[config.mk]
export PLATFORM = sky130hd
export DESIGN_NAME = uart_top
export DESIGN_NICKNAME = d
export VERILOG_FILES = /design/src/rtl/uart_top.sv
export SDC_FILE = /design/constraint.sdc
export NUM_CORES = 1
export LEC_CHECK = 0
export CAP_MARGIN = 15
export CORE_MARGIN = 4
export CORE_UTILIZATION = 50
export DETAILED_ROUTE_END_ITERATION = 6
export PLACE_DENSITY_LB_ADDON = 0.25
export REMOVE_ABC_BUFFERS = 1
export SYNTH_ARGS = -nofsm -noshare
export SYNTH_HDL_FRONTEND = slang
export SYNTH_SLANG_ARGS = --single-unit
[constraint.sdc]
create_clock -name clk -period 2.1 [get_ports clk]
set_input_delay 0.63 -clock clk [delete_from_list [all_inputs] [get_ports clk]]
set_output_delay 0.63 -clock clk [all_outputs]
set_load 0.02 [all_outputs]
[src/rtl/uart_top.sv]
// 8N1 UART transmitter and receiver on one clock, with the serial line looped
// back internally from the TX output to the RX input.
module uart_top #(
    parameter int unsigned CLK_HZ       = 50_000_000,
    parameter int unsigned BIT_RATE     = 9600,
    parameter int unsigned PAYLOAD_BITS = 8
) (
    input  logic                    clk,
    input  logic                    rst,
    input  logic                    Enable_Tx,
    input  logic                    Enable_Rx,
    input  logic [PAYLOAD_BITS-1:0] Tx_Data,
    output logic [PAYLOAD_BITS-1:0] Rx_Data,
    output logic                    Pin,
    output logic                    Tx_Line_busy,
    output logic                    Break,
    output logic                    Valid_Data
);

    localparam int unsigned CLKS_PER_BIT = CLK_HZ / BIT_RATE;
    localparam int unsigned CNT_W        = (CLKS_PER_BIT > 1) ? $clog2(CLKS_PER_BIT) : 1;
    localparam int unsigned IDX_W        = (PAYLOAD_BITS > 1) ? $clog2(PAYLOAD_BITS) : 1;

    localparam logic [CNT_W-1:0] BIT_LAST  = CNT_W'(CLKS_PER_BIT - 1);
    localparam logic [CNT_W-1:0] HALF_LAST = CNT_W'(CLKS_PER_BIT / 2 - 1);
    localparam logic [IDX_W-1:0] IDX_LAST  = IDX_W'(PAYLOAD_BITS - 1);

    typedef enum logic [1:0] {
        TX_IDLE,
        TX_START,
        TX_DATA,
        TX_STOP
    } tx_state_t;

    typedef enum logic [2:0] {
        RX_IDLE,
        RX_START,
        RX_DATA,
        RX_STOP,
        RX_WAIT_HIGH
    } rx_state_t;

    tx_state_t                tx_state;
    logic [CNT_W-1:0]         tx_cnt;
    logic [IDX_W-1:0]         tx_idx;
    logic [PAYLOAD_BITS-1:0]  tx_shift;

    rx_state_t                rx_state;
    logic [CNT_W-1:0]         rx_cnt;
    logic [IDX_W-1:0]         rx_idx;
    logic [PAYLOAD_BITS-1:0]  rx_shift;

    logic                     rx_line;
    logic                     sync_1;
    logic                     sync_2;
    logic                     sync_prev;

    // Internal loopback: the receiver listens to the transmitter's line
    assign rx_line = Pin;

    // TX FSM: start bit, LSB-first payload, stop bit; busy spans the whole frame
    always_ff @(posedge clk) begin
        if (rst) begin
            tx_state     <= TX_IDLE;
            tx_cnt       <= '0;
            tx_idx       <= '0;
            tx_shift     <= '0;
            Pin          <= 1'b1;
            Tx_Line_busy <= 1'b0;
        end else begin
            case (tx_state)
                TX_IDLE: begin
                    Pin          <= 1'b1;
                    Tx_Line_busy <= 1'b0;
                    tx_cnt       <= '0;
                    tx_idx       <= '0;
                    if (Enable_Tx) begin
                        tx_shift     <= Tx_Data;
                        Pin          <= 1'b0;
                        Tx_Line_busy <= 1'b1;
                        tx_state     <= TX_START;
                    end
                end
                TX_START: begin
                    if (tx_cnt == BIT_LAST) begin
                        tx_cnt   <= '0;
                        Pin      <= tx_shift[0];
                        tx_shift <= {1'b0, tx_shift[PAYLOAD_BITS-1:1]};
                        tx_state <= TX_DATA;
                    end else begin
                        tx_cnt <= tx_cnt + CNT_W'(1);
                    end
                end
                TX_DATA: begin
                    if (tx_cnt == BIT_LAST) begin
                        tx_cnt <= '0;
                        if (tx_idx == IDX_LAST) begin
                            Pin      <= 1'b1;
                            tx_state <= TX_STOP;
                        end else begin
                            Pin      <= tx_shift[0];
                            tx_shift <= {1'b0, tx_shift[PAYLOAD_BITS-1:1]};
                            tx_idx   <= tx_idx + IDX_W'(1);
                        end
                    end else begin
                        tx_cnt <= tx_cnt + CNT_W'(1);
                    end
                end
                TX_STOP: begin
                    if (tx_cnt == BIT_LAST) begin
                        tx_cnt       <= '0;
                        Tx_Line_busy <= 1'b0;
                        tx_state     <= TX_IDLE;
                    end else begin
                        tx_cnt <= tx_cnt + CNT_W'(1);
                    end
                end
                default: tx_state <= TX_IDLE;
            endcase
        end
    end

    // Two-flop synchroniser plus one delayed copy for falling-edge detection
    always_ff @(posedge clk) begin
        if (rst) begin
            sync_1    <= 1'b1;
            sync_2    <= 1'b1;
            sync_prev <= 1'b1;
        end else begin
            sync_1    <= rx_line;
            sync_2    <= sync_1;
            sync_prev <= sync_2;
        end
    end

    // RX FSM: mid-bit sampling; classifies each frame as byte, break or dropped
    always_ff @(posedge clk) begin
        if (rst) begin
            rx_state   <= RX_IDLE;
            rx_cnt     <= '0;
            rx_idx     <= '0;
            rx_shift   <= '0;
            Rx_Data    <= '0;
            Valid_Data <= 1'b0;
            Break      <= 1'b0;
        end else begin
            Valid_Data <= 1'b0;
            Break      <= 1'b0;
            case (rx_state)
                RX_IDLE: begin
                    rx_cnt <= '0;
                    rx_idx <= '0;
                    if (Enable_Rx && sync_prev && !sync_2) begin
                        rx_state <= RX_START;
                    end
                end
                RX_START: begin
                    if (rx_cnt == HALF_LAST) begin
                        rx_cnt   <= '0;
                        rx_state <= sync_2 ? RX_IDLE : RX_DATA;
                    end else begin
                        rx_cnt <= rx_cnt + CNT_W'(1);
                    end
                end
                RX_DATA: begin
                    if (rx_cnt == BIT_LAST) begin
                        rx_cnt   <= '0;
                        rx_shift <= {sync_2, rx_shift[PAYLOAD_BITS-1:1]};
                        if (rx_idx == IDX_LAST) begin
                            rx_state <= RX_STOP;
                        end else begin
                            rx_idx <= rx_idx + IDX_W'(1);
                        end
                    end else begin
                        rx_cnt <= rx_cnt + CNT_W'(1);
                    end
                end
                RX_STOP: begin
                    if (rx_cnt == BIT_LAST) begin
                        rx_cnt <= '0;
                        if (sync_2) begin
                            Rx_Data    <= rx_shift;
                            Valid_Data <= 1'b1;
                            rx_state   <= RX_IDLE;
                        end else if (rx_shift == '0) begin
                            Break    <= 1'b1;
                            rx_state <= RX_WAIT_HIGH;
                        end else begin
                            rx_state <= RX_IDLE;
                        end
                    end else begin
                        rx_cnt <= rx_cnt + CNT_W'(1);
                    end
                end
                RX_WAIT_HIGH: begin
                    if (sync_2) begin
                        rx_state <= RX_IDLE;
                    end
                end
                default: rx_state <= RX_IDLE;
            endcase
        end
    end

endmodule

==> flow_metrics.py <==
metrics = {
    "status": {
        "outcome": "finished clean",
    },
    "pwr": {
        "p_per_area_nw_per_um2": 921,
        "intPower_mw": 2.42,
        "seqPwrFrac_pct": 42.9,
        "swShare_pct": 30.1,
        "leakagePower_nw": 1.50,
        "irDropWorstVdd_v": 0.000876,
        "power_frac_comb_pct": 25.7,
        "clkPwrFrac_pct": 31.4,
        "netSwitchingPower_mw": 1.04,
    },
    "drt": {
        "drtIter0Drc": 64,
        "drtAntennaViolNets": 0,
        "wl_per_cell_um": 13.3,
        "drc": 0,
        "routed_wl_mm": 6.17,
        "vias_per_cell": 5.40,
        "vias": 2512,
        "first_pass_iters": 4,
    },
    "floorplan": {
        "fp.dieArea_um2": 7690,
        "rows": 28,
        "die_h_um": 87.7,
        "initial_core_util_pct": 52.7,
        "die_w_um": 87.7,
        "ios": 24,
        "coreArea_um2": 6030,
    },
    "sta": {
        "slew_viol_final": 0,
        "max_slew_margin_pct": 67.7,
        "hold_ws_ps": 412,
        "clock_skew_ps": 9.51,
        "min_period_over_period_pct": 93.9,
        "worst_slew_pin_slew_ps": 484,
        "rsz0062_at_grt": "no",
        "finalSetupViolCount": 0,
        "min_period_ps": 1970,
        "hold_viol": 0,
        "fmax_ghz": 0.507,
    },
    "worst_setup_path": {
        "crit_arrival_ps": 2210,
        "required_ps": 2340,
        "critPathCaptureType": "flip-flop",
        "start_kind": "flip-flop",
        "crit_type": "reg2reg",
        "worst-path-max-fanout": 8,
    },
    "synthesis": {
        "yosys-top-cells-count": "dfxtp_1, nor2_1, nand2_1",
        "netlist_area_um2": 3180,
        "synth_seq_cells": 68,
        "synth_mux_area_share_pct": 11.7,
        "yosysWarnings": 0,
        "synthCells": 348,
        "synth_edf_count": 0,
        "synthFlopType": "dfxtp_1",
        "synth_top_family_by_area": "simple AND/OR/NAND/NOR gates",
        "yosysTopAreaCell": "dfxtp_1",
        "yosys.area_share.xor_xnor_pct": 5.24,
        "avgSynthCellArea_um2": 9.13,
        "yosys.area_share.simple_pct": 27.8,
        "synth_cell_types": 47,
        "synthTopCellsByArea": "dfxtp_1, mux2i_1, nor2_1, ha_1, nand2_1",
        "synthArstFlopShare_pct": 0,
        "yosysMostFrequentCell": "dfxtp_1",
        "synth_compound_area_share_pct": 6.03,
        "seq_area_frac_synth_pct": 42.9,
        "synthAdderAreaFrac_pct": 4.33,
        "synth_top_area_share_pct": 42.9,
    },
    "place": {
        "numPortBuffers": 23,
        "gp_congestion": 0.836,
        "placedInstanceArea_um2": 3560,
        "hpwl_mm": 4.37,
        "placedCellCount": 449,
    },
    "clock_network": {
        "clockRootBuffer": "clkbuf_8",
        "max-clock-path-buffers": 2,
        "postCtsSetupBuffers": 0,
        "clock_latency_ps": 340,
        "htreeDepth": 3,
        "cts_buffers": 9,
        "path_clk_slew_ps": 80,
        "clkSinkCount": 68,
        "cts_tree": "done",
    },
    "global_route": {
        "antenna_found_initial": 0,
        "grt_pass1_wl_mm": 10.9,
        "top_usage_layer": "met2",
        "grtUsageMet1_pct": 22.6,
        "use_met3_pct": 3.39,
        "grtUsageTotal_pct": 17.7,
        "grt_pass1_vias": 2458,
        "overflow": 0,
        "grt_util_met2_pct": 28.9,
        "grt_max_degree": 23,
    },
    "final_layout": {
        "area_growth_pct": 18.5,
        "final_util_pct": 62.4,
        "fillers": 511,
        "fin_area_um2": 3760,
        "antenna_cells": 0,
        "nNetsFinal": 408,
        "layout.cells.non_filler": 465,
        "drive_above_1_share_pct": 13.8,
    },
    "flow_run": {
        "cap_violations": 0,
    },
    "min_path": {
        "hold_class": "reg2reg",
    },
}
flip-flops by register name, summed over array words and instances, names as in the netlist:
register      cells
Break             1
Pin               1
Rx_Data           8
Tx_Line_busy      1
Valid_Data        1
rx_cnt           13
rx_idx            3
rx_shift          8
rx_state          3
sync_1            1
sync_2            1
sync_prev         1
tx_cnt           13
tx_idx            3
tx_shift          8
tx_state          2
metrics by stage:
stage | total power [mW] | worst slack (ps) | setup TNS, ps
2_1_floorplan | 2.16 | 20.0 | 0
3_3_place_gp | 2.37 | -174 | -745
3_5_place_dp | 2.40 | -195 | -1060
4_1_cts | 3.50 | 119 | 0
5_1_grt | 3.68 | 6.01 | 0
6_report | 3.47 | 128 | 0
repair_timing:
| action | CTS | global route |
|---|---|---|
| endpoints found under the setup margin | 0 | 1 |
| hold buffers | 0 | 0 |
| gates resized for setup | 0 | 1 |
critical path, cell delays in order, from the launching register on:
cell      delay, ps
dfxtp_1         470
nor4bb_1        370
nand4_1         160
or3_1           560
mux2i_1         250
nor2_1           60
cell type report:
type | instances | area, um2 | area share (%)
clock buffer | 9 | 124 | 3.29
clock inverter | 7 | 75.1 | 2.00
inverter | 2 | 7.51 | 0.200
multi-input combinational | 265 | 1750 | 46.5
sequential | 68 | 1360 | 36.2
tap | 75 | 93.8 | 2.49
timing repair buffer | 39 | 350 | 9.31
placed cells by master, fill, tap and decap left out, types with 5 or more instances in the layout:
master / count
dfxtp_1: 67
nor2_1: 62
nand2_1: 30
mux2i_1: 28
clkdlybuf4s50_1: 23
buf_4: 16
nand3_1: 14
ha_1: 11
xnor2_1: 10
xor2_1: 9
clkbuf_8: 9
mux2_2: 8
a21oi_1: 8
or2_2: 7
nand2b_1: 7
nor3_1: 7
nand4_1: 6
nor2b_1: 5
nor4bb_1: 5
o21ai_0: 5
metal layers:
metal  share of wire [%]  wire length, um
met2                  46             2830
met3                 3.2              200
met4                 2.0              121
met1                  49             3020
met5                   0                0
power groups by stage:
stage          logic, mW  registers (mW)  clock network, mW
5_1_grt            0.988            1.50               1.19
3_3_place_gp       0.861            1.51                  0
6_report           0.891            1.49               1.09
4_1_cts            0.892            1.49               1.12
2_1_floorplan      0.649            1.51                  0
3_5_place_dp       0.887            1.52                  0
logic make-up (layout without fill, tap and decap cells):
kind of cell,Yosys count,in the layout
xor+xnor,19,19
fa+ha+maj,11,11
simple gates,170,170
mux,36,36
flops,68,68
compound gates,29,29
buf+inv,15,57
final timing paths:
path,end,slack (ps),from,cells after the start
worst max-delay path,rx_shift[0],130,rx_cnt[10],5
worst min-delay path,sync_2,410,sync_1,1
worst max register to register,rx_shift[0],130,rx_cnt[10],5
worst min register to register,sync_2,410,sync_1,1
No activity file was read; power rests on OpenSTA's default activity.
